**config.mk**
```make
export PLATFORM = sky130hd
export DESIGN_NAME = cakegame_play_input
export DESIGN_NICKNAME = d
export VERILOG_FILES = /design/src/rtl/cakegame_pkg.sv /design/src/rtl/cakegame_sync.sv /design/src/rtl/cakegame_play_input.sv
export SDC_FILE = /design/constraint.sdc
export NUM_CORES = 1
export LEC_CHECK = 0
export ABC_AREA = 0
export CAP_MARGIN = 20
export CORE_MARGIN = 3
export CORE_UTILIZATION = 55
export DETAILED_ROUTE_END_ITERATION = 10
export HOLD_SLACK_MARGIN = 0.02
export PLACE_DENSITY = 0.88
export SLEW_MARGIN = 20
export SYNTH_ARGS = -nofsm -noshare
export SYNTH_HDL_FRONTEND = slang
export SYNTH_HIERARCHICAL = 1
export SYNTH_SLANG_ARGS = --single-unit
```
**constraint.sdc**
```tcl
create_clock -name clock -period 2.33 [get_ports clock]
set_input_delay 0.5825 -clock clock [delete_from_list [all_inputs] [get_ports clock]]
set_output_delay 0.5825 -clock clock [all_outputs]
set_load 0.005 [all_outputs]
```
**src/rtl/cakegame_pkg.sv**
```systemverilog
// Shared definitions for the cake game player-input path: debug state encodings and
// default sizing.
package cakegame_pkg;

  localparam int unsigned N_BUTTONS_DEF       = 4;
  localparam int unsigned DEBOUNCE_CYCLES_DEF = 50000;

  typedef enum logic [1:0] {
    DB_IDLE     = 2'd0,
    DB_DEBOUNCE = 2'd1,
    DB_PRESSED  = 2'd2,
    DB_RELEASE  = 2'd3
  } db_state_e;

endpackage

```
**src/rtl/cakegame_sync.sv**
```systemverilog
// Two-flop synchroniser for asynchronous level inputs, cleared by a synchronous reset.
module cakegame_sync #(
  parameter int unsigned WIDTH = 1
) (
  input  logic             clock,
  input  logic             reset,
  input  logic [WIDTH-1:0] d,
  output logic [WIDTH-1:0] q
);

  logic [WIDTH-1:0] meta;

  always_ff @(posedge clock) begin
    if (reset) begin
      meta <= '0;
      q    <= '0;
    end else begin
      meta <= d;
      q    <= meta;
    end
  end

endmodule

```
**src/rtl/cakegame_play_input.sv**
```systemverilog
// Player-input stage: synchronises and debounces the buttons and emits one has_play pulse
// per accepted press, holding the pressed pattern on play.
module cakegame_play_input
  import cakegame_pkg::*;
#(
  parameter int unsigned N_BUTTONS       = N_BUTTONS_DEF,
  parameter int unsigned DEBOUNCE_CYCLES = DEBOUNCE_CYCLES_DEF
) (
  input  logic                 clock,
  input  logic                 reset,
  input  logic                 enable,
  input  logic [N_BUTTONS-1:0] buttons,
  output logic                 has_play,
  output logic [N_BUTTONS-1:0] play,
  output logic                 invalid,
  output logic [1:0]           db_state
);

  localparam int unsigned CW = $clog2(DEBOUNCE_CYCLES);
  localparam logic [CW-1:0] CNT_LAST = CW'(DEBOUNCE_CYCLES - 1);

  db_state_e            state;
  logic [CW-1:0]        cnt;
  logic                 armed;
  logic [N_BUTTONS-1:0] sample;
  logic [N_BUTTONS-1:0] sb;
  logic [1:0]           sync_vld;

  cakegame_sync #(
    .WIDTH (N_BUTTONS)
  ) u_sync (
    .clock (clock),
    .reset (reset),
    .d     (buttons),
    .q     (sb)
  );

  // The synchroniser flushes zeros for two cycles after reset; those are not a real
  // release, so a button held through reset must not arm the stage.
  always_ff @(posedge clock) begin
    if (reset) begin
      sync_vld <= 2'b00;
    end else begin
      sync_vld <= {sync_vld[0], 1'b1};
    end
  end

  always_ff @(posedge clock) begin
    if (reset) begin
      state    <= DB_IDLE;
      cnt      <= '0;
      armed    <= 1'b0;
      sample   <= '0;
      play     <= '0;
      has_play <= 1'b0;
      invalid  <= 1'b0;
    end else begin
      has_play <= 1'b0;
      invalid  <= 1'b0;
      unique case (state)
        DB_IDLE: begin
          if (armed && enable && (sb != '0)) begin
            state  <= DB_DEBOUNCE;
            sample <= sb;
            cnt    <= '0;
            armed  <= 1'b0;
          end else if ((sb == '0) && sync_vld[1]) begin
            armed <= 1'b1;
          end else if (!enable) begin
            // A button pressed while disabled stays ignored until it is released.
            armed <= 1'b0;
          end
        end
        DB_DEBOUNCE: begin
          if (!enable || (sb != sample)) begin
            state <= DB_IDLE;
          end else if (cnt == CNT_LAST) begin
            state    <= DB_PRESSED;
            has_play <= 1'b1;
            play     <= sample;
            invalid  <= (sample & (sample - N_BUTTONS'(1))) != '0;
          end else begin
            cnt <= cnt + CW'(1);
          end
        end
        DB_PRESSED: begin
          state <= DB_RELEASE;
          cnt   <= '0;
        end
        DB_RELEASE: begin
          if (sb != '0) begin
            cnt <= '0;
          end else if (cnt == CNT_LAST) begin
            state <= DB_IDLE;
          end else begin
            cnt <= cnt + CW'(1);
          end
        end
      endcase
    end
  end

  assign db_state = state;

endmodule

```
-- Word level (Yosys, flattened, before mapping)
Index checks and enable logic that the tools add are counted.
- memory bits (writable): 0
- register bits after elaboration: 39
- ROM bits: 0
- bits in latches: 0
- input bits: 7
- memories: 0
- output and inout bits: 8
- bitwise gates (word level): 4
- div/mod/pow operators: 0
- shifts and indexed selects: 0
- multiplexer cells: 16
- reduce and logical (&&, ||, !) cells: 16
- $lt $le $gt $ge: 0
- multiply operators: 0
- equal/unequal tests: 11
- add/subtract/negate cells: 2
- operator list (cell ; number):
    16-bit 2-to-1 mux ; 4
    16-bit case mux with 4 select lines ; 1
    16-bit by 1-bit adder with 16-bit output (second input constant) ; 1
    16-bit equality test (second input constant) ; 1
    2-bit 2-to-1 mux ; 5
    2-bit inequality test (second input constant) ; 4
    2-bit case mux with 4 select lines ; 1
    4-bit nonzero test ; 2
    2-bit AND reduction ; 3
    1-bit 2-to-1 mux ; 5
    4-bit bitwise AND ; 1
    2-bit equality test (second input constant) ; 2
    4-bit zero test ; 1
    4-bit inequality test ; 1
    4-bit AND reduction ; 1
    4-bit OR reduction ; 1
    4-bit by 1-bit subtractor with 4-bit output (second input constant) ; 1
    1-bit logical AND ; 3
    3-bit by 1-bit inequality test with 1-bit output (second input constant) ; 1
    3-bit inequality test (second input constant) ; 1
    1-bit NOT ; 3
    3-bit AND reduction ; 1
    3-bit OR reduction ; 1
    2-bit by 1-bit equality test with 1-bit output (second input constant) ; 1
    3 further kinds ; 3

-- Depth between registers and ports, before layout
Gate-level depths: netlist of the first run.
- word-level depth: 4
- mapped depth: 8
- mapped depth without buffers: 6

-- Cells and area by module
The synthesis of the first run kept the hierarchy.
- by module, submodules not included (module ; sequential area each (sq um) ; cells each ; area an instance (sq um) ; instances):
    cakegame_play_input ; 620.6 ; 168 ; 1452.6 ; 1
    cakegame_sync ; 160.2 ; 16 ; 210.2 ; 1

-- Worst setup path before layout of the first run
No wires, ideal clock.
- path type: flip-flop to flip-flop
- start: register cnt[0]
- end: register invalid
- library setup time: 92 ps
- clock period less this slack: 1954 ps
- cell stages (with the launch flop): 8
- data arrival time: 1862 ps
- setup slack: 376 ps
- cell sequence: dfxtp_1 -> ha_1 -> and3_1 -> clkbuf_1 -> nand4_1 -> or4_1 -> clkbuf_1 -> nor4_1
- word-level cells in the longest chain between the ends: 3
- ends and longest elaborated chain (what ; line ; text):
    start: declaration ; cakegame_play_input.sv:23 ; logic [CW-1:0] cnt;
    start signal: assignment ; cakegame_play_input.sv:83 ; cnt <= cnt + CW'(1);
    start signal: assignment ; cakegame_play_input.sv:96 ; cnt <= cnt + CW'(1);
    16-bit equality test ; cakegame_play_input.sv:77 ; end else if (cnt == CNT_LAST) begin
    1-bit NOT (no source line) ; n/a ;
    4-bit OR reduction (no source line) ; n/a ;
    end signal: assignment ; cakegame_play_input.sv:56 ; invalid <= 1'b0;
    end signal: assignment ; cakegame_play_input.sv:59 ; invalid <= 1'b0;
    end signal: assignment ; cakegame_play_input.sv:81 ; invalid <= (sample & (sample - N_BUTTONS'(1))) != '0;
    end: declaration ; cakegame_play_input.sv:15 ; output logic invalid,
No other way between the ends.
A chain may end at the register's enable or synchronous reset.

-- Worst setup path after layout of the first run
- start: register u_sync.q[2]
- end: register cnt[11]
- word-level cells in the longest chain between the ends: 4
- ends and longest elaborated chain (what ; line ; text):
    start: declaration ; cakegame_sync.sv:8 ; output logic [WIDTH-1:0] q
    start signal: assignment ; cakegame_sync.sv:19 ; q <= meta;
    4-bit inequality test or 4-bit nonzero test (tied branches) ; cakegame_play_input.sv:75, cakegame_play_input.sv:62, cakegame_play_input.sv:91 ;
    1-bit logical OR or 1-bit logical AND (tied branches) ; cakegame_play_input.sv:75, cakegame_play_input.sv:62 ;
    2-bit inequality test (no source line) ; n/a ;
    2-bit AND reduction (no source line) ; n/a ;
Several ways; a longest one is shown, not always the timed one.

==> summary.json, run 1 <==
{
  "outcome": "finished, final reports clean",
  "dpl.hpwl_um": 2545,
  "place.port_buffers": 14,
  "fin_skew_ns": 0.008312,
  "grt_pass1_wl_um": 5727,
  "final_common_cell": "dfxtp_1",
  "seq_power_share_pct": 56.2,
  "internal-power_mw": 0.9604,
  "io-pin-count": 15,
  "critical-path-slowest-cell": "or4_4",
  "min_tclk_post_route_ns": 2.147,
  "cp-start-kind": "flip-flop",
  "synth-seq-area-share_pct": 46.95,
  "die_height_um": 60.99,
  "timing.critical_path.to_type": "flip-flop",
  "first_global_vias": 1353,
  "grt_remaining_overflow": 0,
  "initial_utilization_pct": 58.78,
  "tritoncts": "built",
  "final_cell_mix": "dfxtp_1 (39), a21oi_1 (14), clkdlybuf4s50_1 (14)",
  "placement_setup_slack_ns": -0.07205,
  "path_cells": "or4_4 > a41o_1 > o21ba_2 > buf_4 > o21ai_0 > a21oi_1",
  "pwr_per_cell_area_nw_per_um2": 623.3,
  "routabilityCongestion": 0.8475,
  "finalCritPeriodShare_pct": 92.16,
  "synth_area_per_inst_um2": 9.037,
  "wirelength_um": 3506,
  "postCtsResizedCells": 0,
  "timing_worst_setup_path_type": "flip-flop to flip-flop",
  "rows": 19,
  "ys.warnings.count": 6,
  "die_width_um": 60.99,
  "crit_buf_inv": 1,
  "synthesized_netlist_cell_count": 184,
  "data_required_critical_path_ns": 2.62,
  "detailedRoute.firstPassIterationCount": 4,
  "synth_seq_cells": 39,
  "post-route-worst-setup-slack_ns": 0.1828,
  "final_net_count": 211,
  "drv_slew": 0,
  "highest_cell_delay_on_the_worst_timing_path_ns": 0.57,
  "route.vias.total": 1461,
  "power.combinational.fraction_pct": 5.1,
  "post-route-util_pct": 69.00,
  "clock_tree.htree_level_count": 2,
  "slew-limit-headroom_pct": 61.45,
  "drt_drc_violations_left": 0,
  "hp-class": "flip-flop to flip-flop",
  "cts.sinks": 39,
  "clock_insertion_delay_worst_skew_ns": 0.35,
  "power.static_leakage_nw": 0.7038,
  "cts.reportedPaths.clkPinSlew_ns": 0.11,
  "synth_nets": 192,
  "global_route_usage_over_all_layers_pct": 21.02,
  "syn_area_um2": 1663,
  "whs_ns": 0.4570,
  "placeableCoreArea_um2": 2829,
  "critical_path_arrival_ns": 2.43,
  "average_wire_length_per_cell_after_detail_routing_um": 14.92,
  "rsz0062_at_grt": "no",
  "switching_share_pct": 21.06,
  "drive_gt1_share_pct": 8.824,
  "max-vdd-ir-drop_mv": 0.4528,
  "cp_top_family": "compound AO/OA/AOI/OAI gates",
  "clockRootBuffer": "clkbuf_4",
  "antenna_found_initial": 0,
  "cts.path.max_buffers": 2,
  "finalHoldViolCount": 0,
  "synth.distinct_cells": 35,
  "synthToLayoutAreaGrowth_pct": 17.38,
  "clock.fmax_mhz": 465.7,
  "grt_start_max_net_pins": 25,
  "setup_viol": 0,
  "cts_made_buffers": 5,
  "worstPathMaxFanout": 14,
  "power_switching_mw": 0.2562,
  "holdBufCountCts": 0,
  "postRouteAntennaNets": 0,
  "pwr-share-clk_pct": 38.7,
  "die-area_um2": 3719,
  "detailedRoute.firstIterationViolations": 84,
  "cts_post_setup_buffers_inserted": 0,
  "worst_slew_pin_slew_ns": 0.5729,
  "diodes": 0,
  "drv_cap": 0,
  "detail_route.vias_per_cell": 6.217
}
-- synthesized netlist by cell type --
cell      instances  share of area (%)
nor4_1            3                1.1
buf_4             1               0.45
nand2_1          12                2.7
and4_1            3                1.6
nor4b_1           1               0.53
a221oi_1          1               0.53
inv_1             2               0.45
or3_1            11                4.1
and3_1            5                1.9
a21oi_1          14                4.2
buf_1             1               0.23
o31ai_1           2               0.90
xnor2_1           4                2.1
nand4_1           6                2.3
o22ai_1           1               0.38
nor2b_1           9                3.4
or4_4             1               0.68
o21ba_2           1               0.60
a32oi_1           1               0.53
buf_6             1               0.68
o211ai_1          4                1.8
a41o_1            1               0.60
clkbuf_1          7                1.6
o21ai_1           6                1.8
ha_1              1               0.75
nor2_1           12                2.7
nand3_1           8                2.4
nor3_1            3               0.90
dfxtp_1          39                 47
mux2i_1           8                4.8
a21o_1            1               0.45
maj3_1            1               0.60
nor4bb_1          2                1.2
o21ai_0           6                1.8
or4_1             5                2.3
-- area by class of cell --
class / instances / area [um^2]
tap: 31 / 38.79
clock inverter: 2 / 35.03
clock buffer: 6 / 51.30
fill: 202 / 877.1
timing repair buffer: 22 / 212.7
multi-input combinational: 133 / 825.8
sequential: 39 / 780.7
inverter: 2 / 7.507
-- final timing paths --
| path | slack (ns) | startpoint | cells past startpoint | end |
|---|---|---|---|---|
| max | 0.18 | u_sync/q[2] | 6 | cnt[11] |
| min | 0.46 | u_sync/meta[1] | 1 | u_sync/q[1] |
| max reg2reg | 0.18 | u_sync/q[2] | 6 | cnt[11] |
| min reg2reg | 0.46 | u_sync/meta[1] | 1 | u_sync/q[1] |
-- flip-flops by register name (all words and copies together) (netlist names), named ones only --
| name | flops |
|---|---|
| cnt | 16 |
| armed | 1 |
| play | 4 |
| u_sync/meta | 4 |
| has_play | 1 |
| db_state | 1 |
| sync_vld | 2 |
| sample | 4 |
| u_sync/q | 4 |
| invalid | 1 |
-- cells by family (layout without fill, tap and decap cells) --
logic type | Yosys count | count (layout) | share of synthesized area, %
AO/OA/AOI/OAI | 38 | 38 | 13.62
XOR/XNOR | 4 | 4 | 2.107
adder cells (fa/ha/maj) | 2 | 2 | 1.354
buffers and inverters | 12 | 32 | 3.386
flip-flops | 39 | 39 | 46.95
multiplexers | 8 | 8 | 4.816
AND/OR/NAND/NOR | 81 | 81 | 27.77
-- per-layer routing --
metal	up-vias	track usage, %	share of wire, %
met5	-	0	0
met4	0	12.07	1.9
met3	8	5.532	6.8
met2	51	32.52	47
met1	681	26.37	44
li1	721	-	-
-- through the flow --
stage,setup TNS [ns],total power [mW],instance area (um^2),std cells
detailed placement,-0.2861,0.7601,1866,227
global placement,0,0.7566,1866,227
global route,0,1.250,1952,235
CTS,0,1.219,1952,235
finish,0,1.217,1952,235
floorplan,0,0.7322,1663,184
-- power by group through the flow --
stage          logic (mW)  clock network, mW  registers (mW)
6_report           0.0624              0.470           0.684
5_1_grt            0.0679              0.498           0.685
4_1_cts            0.0616              0.474           0.684
3_5_place_dp       0.0614                  0           0.699
3_3_place_gp       0.0588                  0           0.698
2_1_floorplan      0.0356                  0           0.697
Note: power is estimated with default switching activity, not from simulation.
==> run 2: changes to the inputs <==
--- a/config.mk
+++ b/config.mk
@@ -7,7 +7,6 @@
 export LEC_CHECK = 0
 export ABC_AREA = 0
 export CAP_MARGIN = 20
-export CORE_MARGIN = 3
 export CORE_UTILIZATION = 55
 export DETAILED_ROUTE_END_ITERATION = 10
 export HOLD_SLACK_MARGIN = 0.02
==> run 2 against run 1 <==
Against the previous run:
- cell count up 0.43%
- hold slack worse by 0.0025 ns
- wire length up 0.34%
- global-route usage up 3.9 points
- clock-buffer cell count down 1
- critical path depth down 1
- critical path type unchanged
- critical endpoint is now cnt[9]
==> summary.json, run 2 (synthesis gave the netlist of run 1 again) <==
{
  "initial_utilization": {"value": 59.28, "unit": "%", "change": "was 58.78%"},
  "first_global_vias": {"value": 1415, "change": "was 1353"},
  "cts.reportedPaths.clkPinSlew": {"value": 0.12, "unit": "ns", "change": "was 0.11 ns"},
  "post-layout-total-power": {"value": 1.089, "unit": "mW", "change": "was 1.217 mW"},
  "average_wire_length_per_cell_after_detail_routing": {"value": 14.91, "unit": "um", "change": "was 14.92 um"},
  "cts.sinks": {"value": 39, "change": "unchanged"},
  "critical_path_arrival": {"value": 2.42, "unit": "ns", "change": "was 2.43 ns"},
  "pwr_per_cell_area": {"value": 565.9, "unit": "nW/um^2", "change": "was 623.3 nW/um^2"},
  "worst_slew_pin_slew": {"value": 0.5751, "unit": "ns", "change": "was 0.5729 ns"},
  "diodes": {"value": 0, "change": "unchanged"},
  "wirelength": {"value": 3518, "unit": "um", "change": "was 3506 um"},
  "place.port_buffers": {"value": 14, "change": "unchanged"},
  "detailedRoute.firstPassIterationCount": {"value": 4, "change": "unchanged"},
  "global_route_usage_over_all_layers": {"value": 24.90, "unit": "%", "change": "was 21.02%"},
  "drive_gt1_share": {"value": 9.268, "unit": "%", "change": "was 8.824%"},
  "setup_viol": {"value": 0, "change": "unchanged"},
  "grt_pass1_wl": {"value": 6147, "unit": "um", "change": "was 5727 um"},
  "cp-start-kind": {"value": "flip-flop", "change": "unchanged"},
  "largest_reg_flops": {"value": 16, "change": "unchanged"},
  "min_tclk_post_route": {"value": 2.125, "unit": "ns", "change": "was 2.147 ns"},
  "top_register": {"value": "cnt", "change": "unchanged"},
  "post-route-util": {"value": 68.60, "unit": "%", "change": "was 69.00%"},
  "critical-path-slowest-cell": {"value": "or4_4", "change": "unchanged"},
  "postRouteAntennaNets": {"value": 0, "change": "unchanged"},
  "timing.critical_path.to_type": {"value": "flip-flop", "change": "unchanged"},
  "final_area": {"value": 1924, "unit": "um^2", "change": "was 1952 um^2"},
  "die-area": {"value": 3247, "unit": "um^2", "change": "was 3719 um^2"},
  "cts_post_setup_buffers_inserted": {"value": 0, "change": "unchanged"},
  "die_height": {"value": 56.99, "unit": "um", "change": "was 60.99 um"},
  "die_width": {"value": 56.99, "unit": "um", "change": "was 60.99 um"},
  "clock_tree.htree_level_count": {"value": 2, "change": "unchanged"},
  "cp_top_family": {"value": "simple AND/OR/NAND/NOR gates", "change": "was compound AO/OA/AOI/OAI gates"},
  "highest_cell_delay_on_the_worst_timing_path": {"value": 0.56, "unit": "ns", "change": "was 0.57 ns"},
  "rsz0062_at_grt": {"value": "no", "change": "unchanged"},
  "final_net_count": {"value": 212, "change": "was 211"},
  "tritoncts": {"value": "built", "change": "unchanged"},
  "drv_cap": {"value": 0, "change": "unchanged"},
  "cts.path.max_buffers": {"value": 2, "change": "unchanged"},
  "rows": {"value": 19, "change": "unchanged"},
  "worstPathMaxFanout": {"value": 7, "change": "was 14"},
  "final_cell_mix": {"value": "dfxtp_1 (39), a21oi_1 (14), clkdlybuf4s50_1 (14)", "change": "unchanged"},
  "timing_worst_setup_path_type": {"value": "flip-flop to flip-flop", "change": "unchanged"},
  "detail_route.vias_per_cell": {"value": 6.258, "change": "was 6.217"},
  "hp-class": {"value": "flip-flop to flip-flop", "change": "unchanged"},
  "holdBufCountCts": {"value": 0, "change": "unchanged"},
  "slew-limit-headroom": {"value": 61.30, "unit": "%", "change": "was 61.45%"},
  "area_after_detailed_placement": {"value": 1861, "unit": "um^2", "change": "was 1866 um^2"},
  "dp_cells": {"value": 228, "change": "was 227"},
  "grt_start_max_net_pins": {"value": 18, "change": "was 25"},
  "final_common_cell": {"value": "dfxtp_1", "change": "unchanged"},
  "placeableCoreArea": {"value": 2805, "unit": "um^2", "change": "was 2829 um^2"},
  "finalHoldViolCount": {"value": 0, "change": "unchanged"},
  "io-pin-count": {"value": 15, "change": "unchanged"},
  "outcome": {"value": "finished, final reports clean", "change": "unchanged"},
  "data_required_critical_path": {"value": 2.63, "unit": "ns", "change": "was 2.62 ns"},
  "synthToLayoutAreaGrowth": {"value": 15.73, "unit": "%", "change": "was 17.38%"},
  "clockRootBuffer": {"value": "clkbuf_4", "change": "unchanged"},
  "clock.fmax": {"value": 470.5, "unit": "MHz", "change": "was 465.7 MHz"},
  "placement_setup_slack": {"value": -0.1005, "unit": "ns", "change": "was -0.07205 ns"},
  "dpl.hpwl": {"value": 2593, "unit": "um", "change": "was 2545 um"},
  "fin_skew": {"value": 0.008651, "unit": "ns", "change": "was 0.008312 ns"},
  "n_fill_cell": {"value": 219, "change": "was 202"},
  "worst-r2r-setup-slack": {"value": 0.20, "unit": "ns", "change": "was 0.18 ns"},
  "post-route-worst-setup-slack": {"value": 0.2046, "unit": "ns", "change": "was 0.1828 ns"},
  "detailedRoute.firstIterationViolations": {"value": 99, "change": "was 84"},
  "clock_insertion_delay_worst_skew": {"value": 0.35, "unit": "ns", "change": "about the same"},
  "path_cells": {"value": "or4_4 > a41o_1 > a21o_1 > or4_1 > nand2_1", "change": "was or4_4 > a41o_1 > o21ba_2 > buf_4 > o21ai_0 > a21oi_1"},
  "grt_remaining_overflow": {"value": 0, "change": "unchanged"},
  "crit_buf_inv": {"value": 0, "change": "was 1"},
  "route.vias.total": {"value": 1477, "change": "was 1461"},
  "routabilityCongestion": {"value": 0.8553, "change": "was 0.8475"},
  "power.static_leakage": {"value": 0.6864, "unit": "nW", "change": "was 0.7038 nW"},
  "cts_made_buffers": {"value": 5, "change": "unchanged"},
  "finalCritPeriodShare": {"value": 91.22, "unit": "%", "change": "was 92.16%"},
  "max-vdd-ir-drop": {"value": 0.4560, "unit": "mV", "change": "was 0.4528 mV"},
  "drv_slew": {"value": 0, "change": "unchanged"},
  "antenna_found_initial": {"value": 0, "change": "unchanged"},
  "postCtsResizedCells": {"value": 0, "change": "unchanged"},
  "drt_drc_violations_left": {"value": 0, "change": "unchanged"},
  "final_cell_count_no_fill": {"value": 236, "change": "was 235"}
}
run 2: cell count changes in the layout (fill, tap and decap cells not counted):
cell	change
buf_12	-1
o21ba_4	+1
o21ba_2	-1
clkinvlp_4	+2
bufinv_16	-1
clkbuf_8	-1
buf_4	+2
run 2: area by class of cell:
type | count | area (um^2) | area share [%]
Multi-Input combinational cell | 133 | 832.0 | 43.24
Sequential cell | 39 | 780.7 | 40.57
Timing Repair Buffer | 23 | 207.7 | 10.79
Tap cell | 31 | 38.79 | 2.016
Clock buffer | 5 | 37.54 | 1.951
Clock inverter | 3 | 20.02 | 1.040
Inverter | 2 | 7.507 | 0.3901
run 2: per-stage QoR:
stage,setup TNS (ns),hold WS [ns]
2_1_floorplan,0,0.4138
3_3_place_gp,0,0.4227
3_5_place_dp,-0.4211,0.4272
4_1_cts,0,0.4560
5_1_grt,0,0.4633
6_report,0,0.4544
run 2: final timing paths:
kind                       start     endpoint  cells past startpoint
setup reg to reg     u_sync/q[2]       cnt[9]                      5
setup / recovery     u_sync/q[2]       cnt[9]                      5
hold / removal    u_sync/meta[1]  u_sync/q[1]                      1
hold reg to reg   u_sync/meta[1]  u_sync/q[1]                      1
run 2: layer usage:
| layer | vias up | track usage, % | wire [um] |
|---|---|---|---|
| li1 | 724 | - | - |
| met1 | 679 | 30.58 | 1544 |
| met2 | 58 | 38.32 | 1706 |
| met3 | 16 | 6.349 | 158 |
| met4 | 0 | 17.42 | 108 |
| met5 | - | 0 | 0 |
run 2: where the power goes:
group | total [mW] | switching, mW | internal [mW]
Sequential | 0.684 | 0.00683 | 0.677
Clock | 0.343 | 0.228 | 0.115
Combinational | 0.0627 | 0.0318 | 0.0309
==> run 3: changes to the inputs <==
--- a/config.mk
+++ b/config.mk
@@ -16,3 +16,4 @@
 export SYNTH_HDL_FRONTEND = slang
 export SYNTH_HIERARCHICAL = 1
 export SYNTH_SLANG_ARGS = --single-unit
+export TNS_END_PERCENT = 5
==> results of run 3 <==
No change in the layout: final DEF, timing and power equal those of run 2.
